$ cat src/rtl/keccak_seq_ctrl.sv
// Keccak sequencing controller: gates host lane writes into the core buffer,
// issues the core start pulse, waits for the result with a timeout, then
// streams the result lanes to dmem and pulses done.
module keccak_seq_ctrl #(
  parameter int CNT_W       = 8,
  parameter int LOAD_WORDS  = 25,
  parameter int STORE_WORDS = 25,
  parameter int TIMEOUT     = 64
) (
  input  logic             CLK,
  input  logic             RST,
  input  logic             keccak_we,
  input  logic             keccak_ready,
  input  logic             keccak_valid,
  input  logic             abort,
  output logic             keccak_we_real,
  output logic [CNT_W-1:0] load_idx,
  output logic             keccak_start,
  output logic             keccak_dmem_write,
  output logic [CNT_W-1:0] store_idx,
  output logic             busy,
  output logic             done,
  output logic             error
);

  typedef enum logic [2:0] {
    ST_IDLE,
    ST_LOAD,
    ST_START,
    ST_WAIT,
    ST_STORE,
    ST_DONE
  } state_t;

  // Terminal counts are compared against the last index rather than the word
  // count, so a count of 2^CNT_W still fits in CNT_W bits without wrapping.
  localparam logic [CNT_W-1:0] LOAD_LAST  = CNT_W'(LOAD_WORDS - 1);
  localparam logic [CNT_W-1:0] STORE_LAST = CNT_W'(STORE_WORDS - 1);
  localparam logic [CNT_W-1:0] TO_LAST    = CNT_W'(TIMEOUT - 1);
  localparam logic [CNT_W-1:0] ONE        = CNT_W'(1);

  state_t           state, state_nxt;
  logic [CNT_W-1:0] load_nxt, store_nxt;
  logic [CNT_W-1:0] tcnt, tcnt_nxt;
  logic             error_nxt;

  // State and counter registers.
  always_ff @(posedge CLK or negedge RST) begin
    if (!RST) begin
      state     <= ST_IDLE;
      load_idx  <= '0;
      store_idx <= '0;
      tcnt      <= '0;
      error     <= 1'b0;
    end else begin
      state     <= state_nxt;
      load_idx  <= load_nxt;
      store_idx <= store_nxt;
      tcnt      <= tcnt_nxt;
      error     <= error_nxt;
    end
  end

  // Next-state, next-counter and output decode.
  always_comb begin
    state_nxt         = state;
    load_nxt          = load_idx;
    store_nxt         = store_idx;
    tcnt_nxt          = tcnt;
    error_nxt         = error;
    keccak_we_real    = 1'b0;
    keccak_start      = 1'b0;
    keccak_dmem_write = 1'b0;
    done              = 1'b0;
    busy              = (state != ST_IDLE);

    case (state)
      ST_IDLE: begin
        keccak_we_real = keccak_we & ~abort;
        if (keccak_we_real) begin
          error_nxt = 1'b0;
          // load_idx is 0 here, so LOAD_WORDS=1 goes straight to START.
          if (load_idx == LOAD_LAST) begin
            state_nxt = ST_START;
            load_nxt  = '0;
          end else begin
            state_nxt = ST_LOAD;
            load_nxt  = load_idx + ONE;
          end
        end
      end
      ST_LOAD: begin
        keccak_we_real = keccak_we;
        if (keccak_we_real) begin
          if (load_idx == LOAD_LAST) begin
            state_nxt = ST_START;
            load_nxt  = '0;
          end else begin
            load_nxt = load_idx + ONE;
          end
        end
      end
      ST_START: begin
        keccak_start = keccak_ready;
        if (keccak_ready) begin
          state_nxt = ST_WAIT;
          tcnt_nxt  = '0;
        end
      end
      ST_WAIT: begin
        if (keccak_valid) begin
          state_nxt = ST_STORE;
          tcnt_nxt  = '0;
        end else if (tcnt == TO_LAST) begin
          state_nxt = ST_IDLE;
          error_nxt = 1'b1;
          tcnt_nxt  = '0;
        end else begin
          tcnt_nxt = tcnt + ONE;
        end
      end
      ST_STORE: begin
        keccak_dmem_write = 1'b1;
        if (store_idx == STORE_LAST) begin
          state_nxt = ST_DONE;
          store_nxt = '0;
        end else begin
          store_nxt = store_idx + ONE;
        end
      end
      ST_DONE: begin
        done      = 1'b1;
        state_nxt = ST_IDLE;
      end
      default: begin
        state_nxt = ST_IDLE;
      end
    endcase

    // Abort overrides everything above; error keeps its current value.
    if (abort) begin
      state_nxt = ST_IDLE;
      load_nxt  = '0;
      store_nxt = '0;
      tcnt_nxt  = '0;
      error_nxt = error;
    end
  end

endmodule

$ cat config.mk
export PLATFORM = sky130hd
export DESIGN_NAME = keccak_seq_ctrl
export DESIGN_NICKNAME = d
export VERILOG_FILES = /design/src/rtl/keccak_seq_ctrl.sv
export SDC_FILE = /design/constraint.sdc
export NUM_CORES = 1
export LEC_CHECK = 0
export CORE_ASPECT_RATIO = 0.9
export CORE_MARGIN = 8
export CORE_UTILIZATION = 47
export CTS_CLUSTER_SIZE = 20
export DETAILED_ROUTE_END_ITERATION = 10
export PLACE_DENSITY = 0.83
export SYNTH_ARGS = -nofsm -noshare
export SYNTH_HDL_FRONTEND = slang
export SYNTH_SLANG_ARGS = --single-unit
$ cat constraint.sdc
create_clock -name CLK -period 1.6 [get_ports CLK]
set_input_delay 0.16 -clock CLK [delete_from_list [all_inputs] [get_ports CLK]]
set_output_delay 0.16 -clock CLK [all_outputs]
set_load 0.01 [all_outputs]
==> results.md <==
- The flow ran to the end, but the final reports show violations.
- The final reports fail on setup timing.
- The count of fill cells added during filler insertion is 210.
- Entering global routing, the biggest net connects 29 pins.
- The post-detailed-placement half-perimeter wirelength is 3358 um.
- The number of cell rows is 20.
- The measured slew at the worst slew-check pin is 0.3647 ns.
- Cells with a size suffix above 1 make up 41.38% of the layout.
- The post-route worst hold slack is 0.2473 ns.
- The worst path setup slack after routing is -0.2613 ns.
- The power dissipated by switching net loads is 857.4 uW.
- The proportion of synthesized chip area in sequential cells is 41.88%.
- The final routed DRC violation total is 0.
- The number of hold violations in the final report is 0.
- The initial standard-cell utilization of the core is 49.15%.
- The worst path arrival time is 2.04 ns.
- The first global-routing pass estimated 8059 um of wire.
- The clock insertion delay at the later pin of the skew report is 0.28 ns.
- In the final routed layout, each cell accounts on average for 18.76 um.
- Excluding fillers, the count of instances in the completed layout stands at 305.
- The number of antenna cells inserted is 0.
- The fraction of power consumed by the clock network is 18.2%.
- The number of global-route vias before repair was 1712.
- Hold repair after CTS inserted 0 buffers.
- The global-route met2 utilization is 29.69%.
- The number of nets with antenna violations after detailed routing is 0.
- After clock tree synthesis, the clock-pin slew on the worst setup and hold paths is 0.10 ns.
- In the final layout, flip-flops and latches occupy 704.4 um2.
- The cell-internal power is 1609 uW.
- The multi-input gate area in the final layout is 0.001032 mm2.
- The clock passes through at most 2 buffers.
- The clock tree from TritonCTS is built.
- The pre-antenna-repair detailed-routing pass consisted of 4 iterations.
- The count of distinct cell types in the synthesized netlist is 45.
- After layout, the minimum clock period comes to 1.861 ns.
- The total via count after detailed routing is 1805.
- The fraction of registers with async set or reset after synthesis is 100.0%.
- The net count of the mapped netlist is 186.
- The global-route track usage on met1 is 20.22%.
- The class of the most critical hold timing path is in -> async.
- Counting flops and latches in the post-synthesis netlist gives 28.
- The count of warnings emitted by yosys is 0.
- The number of pins with negative max-slew slack in the final report was 0.
- Based on the critical path, the design can be clocked at up to 537.3 MHz.
- STA classifies the critical path startpoint as a flip-flop.
- The number of cells after detailed placement is 288.
- Combinational logic is responsible for 49.3% of the overall power.
- In the global route stage, met3 resource usage came out at 3.941%.
- In the final design database the tool counted 273 nets.
- Across the run, the number of max-cap violations was 0.
- The sum of overflow across all layers after global routing is 0.
- The average instance area after synthesis is 9.559 um2.
- The count of flip-flops with a built-in enable after synthesis is 0.
- The die extent in y is 72.60 um.
- The number of buffers created by CTS is 3.
- The leakage power is 0.001181 uW.
- The number of antenna violations at the first check in global routing is 0.
- Global routing consumed, over all layers together, 17.28% of the routing resources.
- The final critical path takes up 116.3% of the cycle.
- The cell area after technology mapping is 0.001673 mm2.
- The endpoint kind of the worst setup timing path is a flip-flop.
- The areal power density over the cells is 926.8 mW/mm2.
- From left edge to right edge, the die measures 78.89 um.
- The switching part of the total is 34.76%.
- The cell depth of the worst flop-to-flop path is 5.
- The weighted congestion at the end of routability-driven global placement is 0.8161.
- The routed design has 5721 um of wire.
- IR analysis of the VDD net gives a maximum drop of 0.0006447 V.
- The dominant synthesized flop cell is dfrtp_1.
- The H-tree level count is 1.
- The top fanout value on the critical path is 3.
- The share of total power dissipated in sequential elements is 32.5%.
- The number of sinks on the clock net is 28.
- The setup skew after layout is 0.01213 ns.
- Setup violations remaining at the end of the flow were counted as 26.
- Setup repair after global routing could not meet its margin everywhere.
- The number of buffer cells added on primary ports is 27.
- After the first detailed-routing iteration, the DRC count stood at 146.
- The area growth from synthesis to layout is 59.09%.
- The worst slew margin relative to its limit is 75.69%.
- 28 I/O pins were placed.
- The synthesized instance count is 175.
- At the worst endpoint, the required time is 1.77 ns.
- The category of the critical setup timing path is reg -> reg.
- The root buffer cell is clkbuf_8.
- After global routing, the most crowded layer is met2.
- The floorplan step defined a core boundary enclosing 0.003403 mm2.
- The die covers 0.005727 mm2.
- The routed via count divided by cell count is 5.918.
[synth_stat cells (2+ instances only)]
cell type	n	share of area, %
dfrtp_1	28	42
a21oi_1	17	5.1
nand2_1	15	3.4
nor2_1	11	2.5
inv_1	9	2.0
nand3_1	8	2.4
mux2i_1	6	3.6
ha_1	5	3.7
o31ai_1	5	2.2
or4_1	5	2.2
xor2_1	5	2.6
a22o_1	4	2.1
a31oi_1	4	1.5
nand4_1	4	1.5
o21ai_0	4	1.2
and3_1	3	1.1
and4_1	3	1.6
nor3_1	3	0.90
o2111ai_1	3	1.6
buf_2	2	0.60
buf_6	2	1.3
clkbuf_1	2	0.45
mux2_2	2	1.3
nor3b_1	2	0.90
o211ai_1	2	0.90
or3_1	2	0.75
[cells by family (layout without fill, tap and decap cells)]
family	count (synthesis)	in the layout	share of synthesized area (%)
and+or+nand+nor	66	66	22.89
AOI/OAI and AO/OA	43	43	17.35
DFF	28	28	41.88
buffers and inverters	18	104	5.385
muxes	9	9	5.610
xor gates and xnor gates	6	6	3.141
adders and majority gates	5	5	3.740
[sequential cells by signal, indices dropped and copies added, names as in the netlist]
register / cells
error: 1
tcnt: 8
store_idx: 8
state: 3
load_idx: 8
[power groups by stage]
stage / clock network, uW / logic (uW) / registers (uW)
6_report: 449 / 1220 / 801
5_1_grt: 479 / 1280 / 804
4_1_cts: 445 / 951 / 795
3_5_place_dp: 0 / 789 / 821
3_3_place_gp: 0 / 761 / 812
2_1_floorplan: 0 / 373 / 809
[metal layers]
metal / up-vias / share of wire [%] / wire, um
li1: 823 / - / -
met1: 884 / 39 / 2256
met2: 74 / 50 / 2883
met3: 24 / 5.7 / 324
met4: 0 / 4.5 / 257
met5: - / 0 / 0
[area by class of cell]
cell class,instances,share of cell area [%]
multi-input combinational,129,38.79
clock buffer,4,2.069
inverter,10,1.693
timing repair buffer,90,28.91
tap,44,2.069
sequential,28,26.47
[timing repair]
item | in CTS | in global routing
pin swaps | 6 | 17
endpoints found under the setup margin | 16 | 25
gates resized for setup | 31 | 41
gates cloned | 1 | 0
buffers inserted | 6 | 8
[worst max-delay path, stage by stage (launching register included)]
cell	delay [ns]
dfrtp_2	0.45
buf_6	0.13
or4b_4	0.53
a31oi_1	0.15
a2111o_1	0.17
mux2_4	0.31
[cells in the final DEF, fill, tap and decap left out, types with 2 or more instances in the layout]
cell	netlist	final
a21oi_1	17	10
a21oi_2	0	7
a22o_1	4	4
a31oi_1	4	3
and3_1	3	3
and4_1	3	3
buf_4	1	53
buf_6	2	11
clkbuf_2	1	2
clkbuf_8	0	4
clkdlybuf4s50_1	0	21
dfrtp_1	28	25
dfrtp_2	0	3
ha_1	5	5
inv_1	9	8
mux2_2	2	2
mux2i_1	6	6
nand2_1	15	15
nand3_1	8	7
nand4_1	4	4
nor2_1	11	8
nor2_2	0	2
nor3_1	3	3
nor3b_2	1	2
o2111ai_4	0	2
o211ai_1	2	2
o21ai_0	4	2
o31ai_1	5	5
or3b_4	1	2
or4_1	5	3
or4_4	0	2
xor2_1	5	5
[path summary, 6_finish.rpt]
kind / slack (ns) / to / start
hold / removal: 0.25 / store_idx[6] / RST
min in group CLK: 0.57 / error / keccak_we
hold reg to reg: 0.58 / store_idx[5] / store_idx[5]
max in group asynchronous: 1.05 / state[2] / RST
setup reg to reg: -0.26 / state[1] / state[1]
setup / recovery: -0.26 / state[1] / state[1]
[stage by stage]
step | TNS (ns) | cell area, um2 | utilization, % | worst slack, ns | total power [uW]
6_report | -2.382 | 2661 | 78.20 | -0.2613 | 2466
2_1_floorplan | -0.1210 | 1673 | - | -0.1210 | 1182
5_1_grt | -3.353 | 2661 | 78.20 | -0.2892 | 2566
4_1_cts | -1.471 | 2475 | 72.72 | -0.2202 | 2192
3_5_place_dp | -2.855 | 2321 | 68.20 | -0.4168 | 1610
3_3_place_gp | -1.838 | 2321 | 68.20 | -0.2963 | 1573
Note: power is estimated with default switching activity, not from simulation.
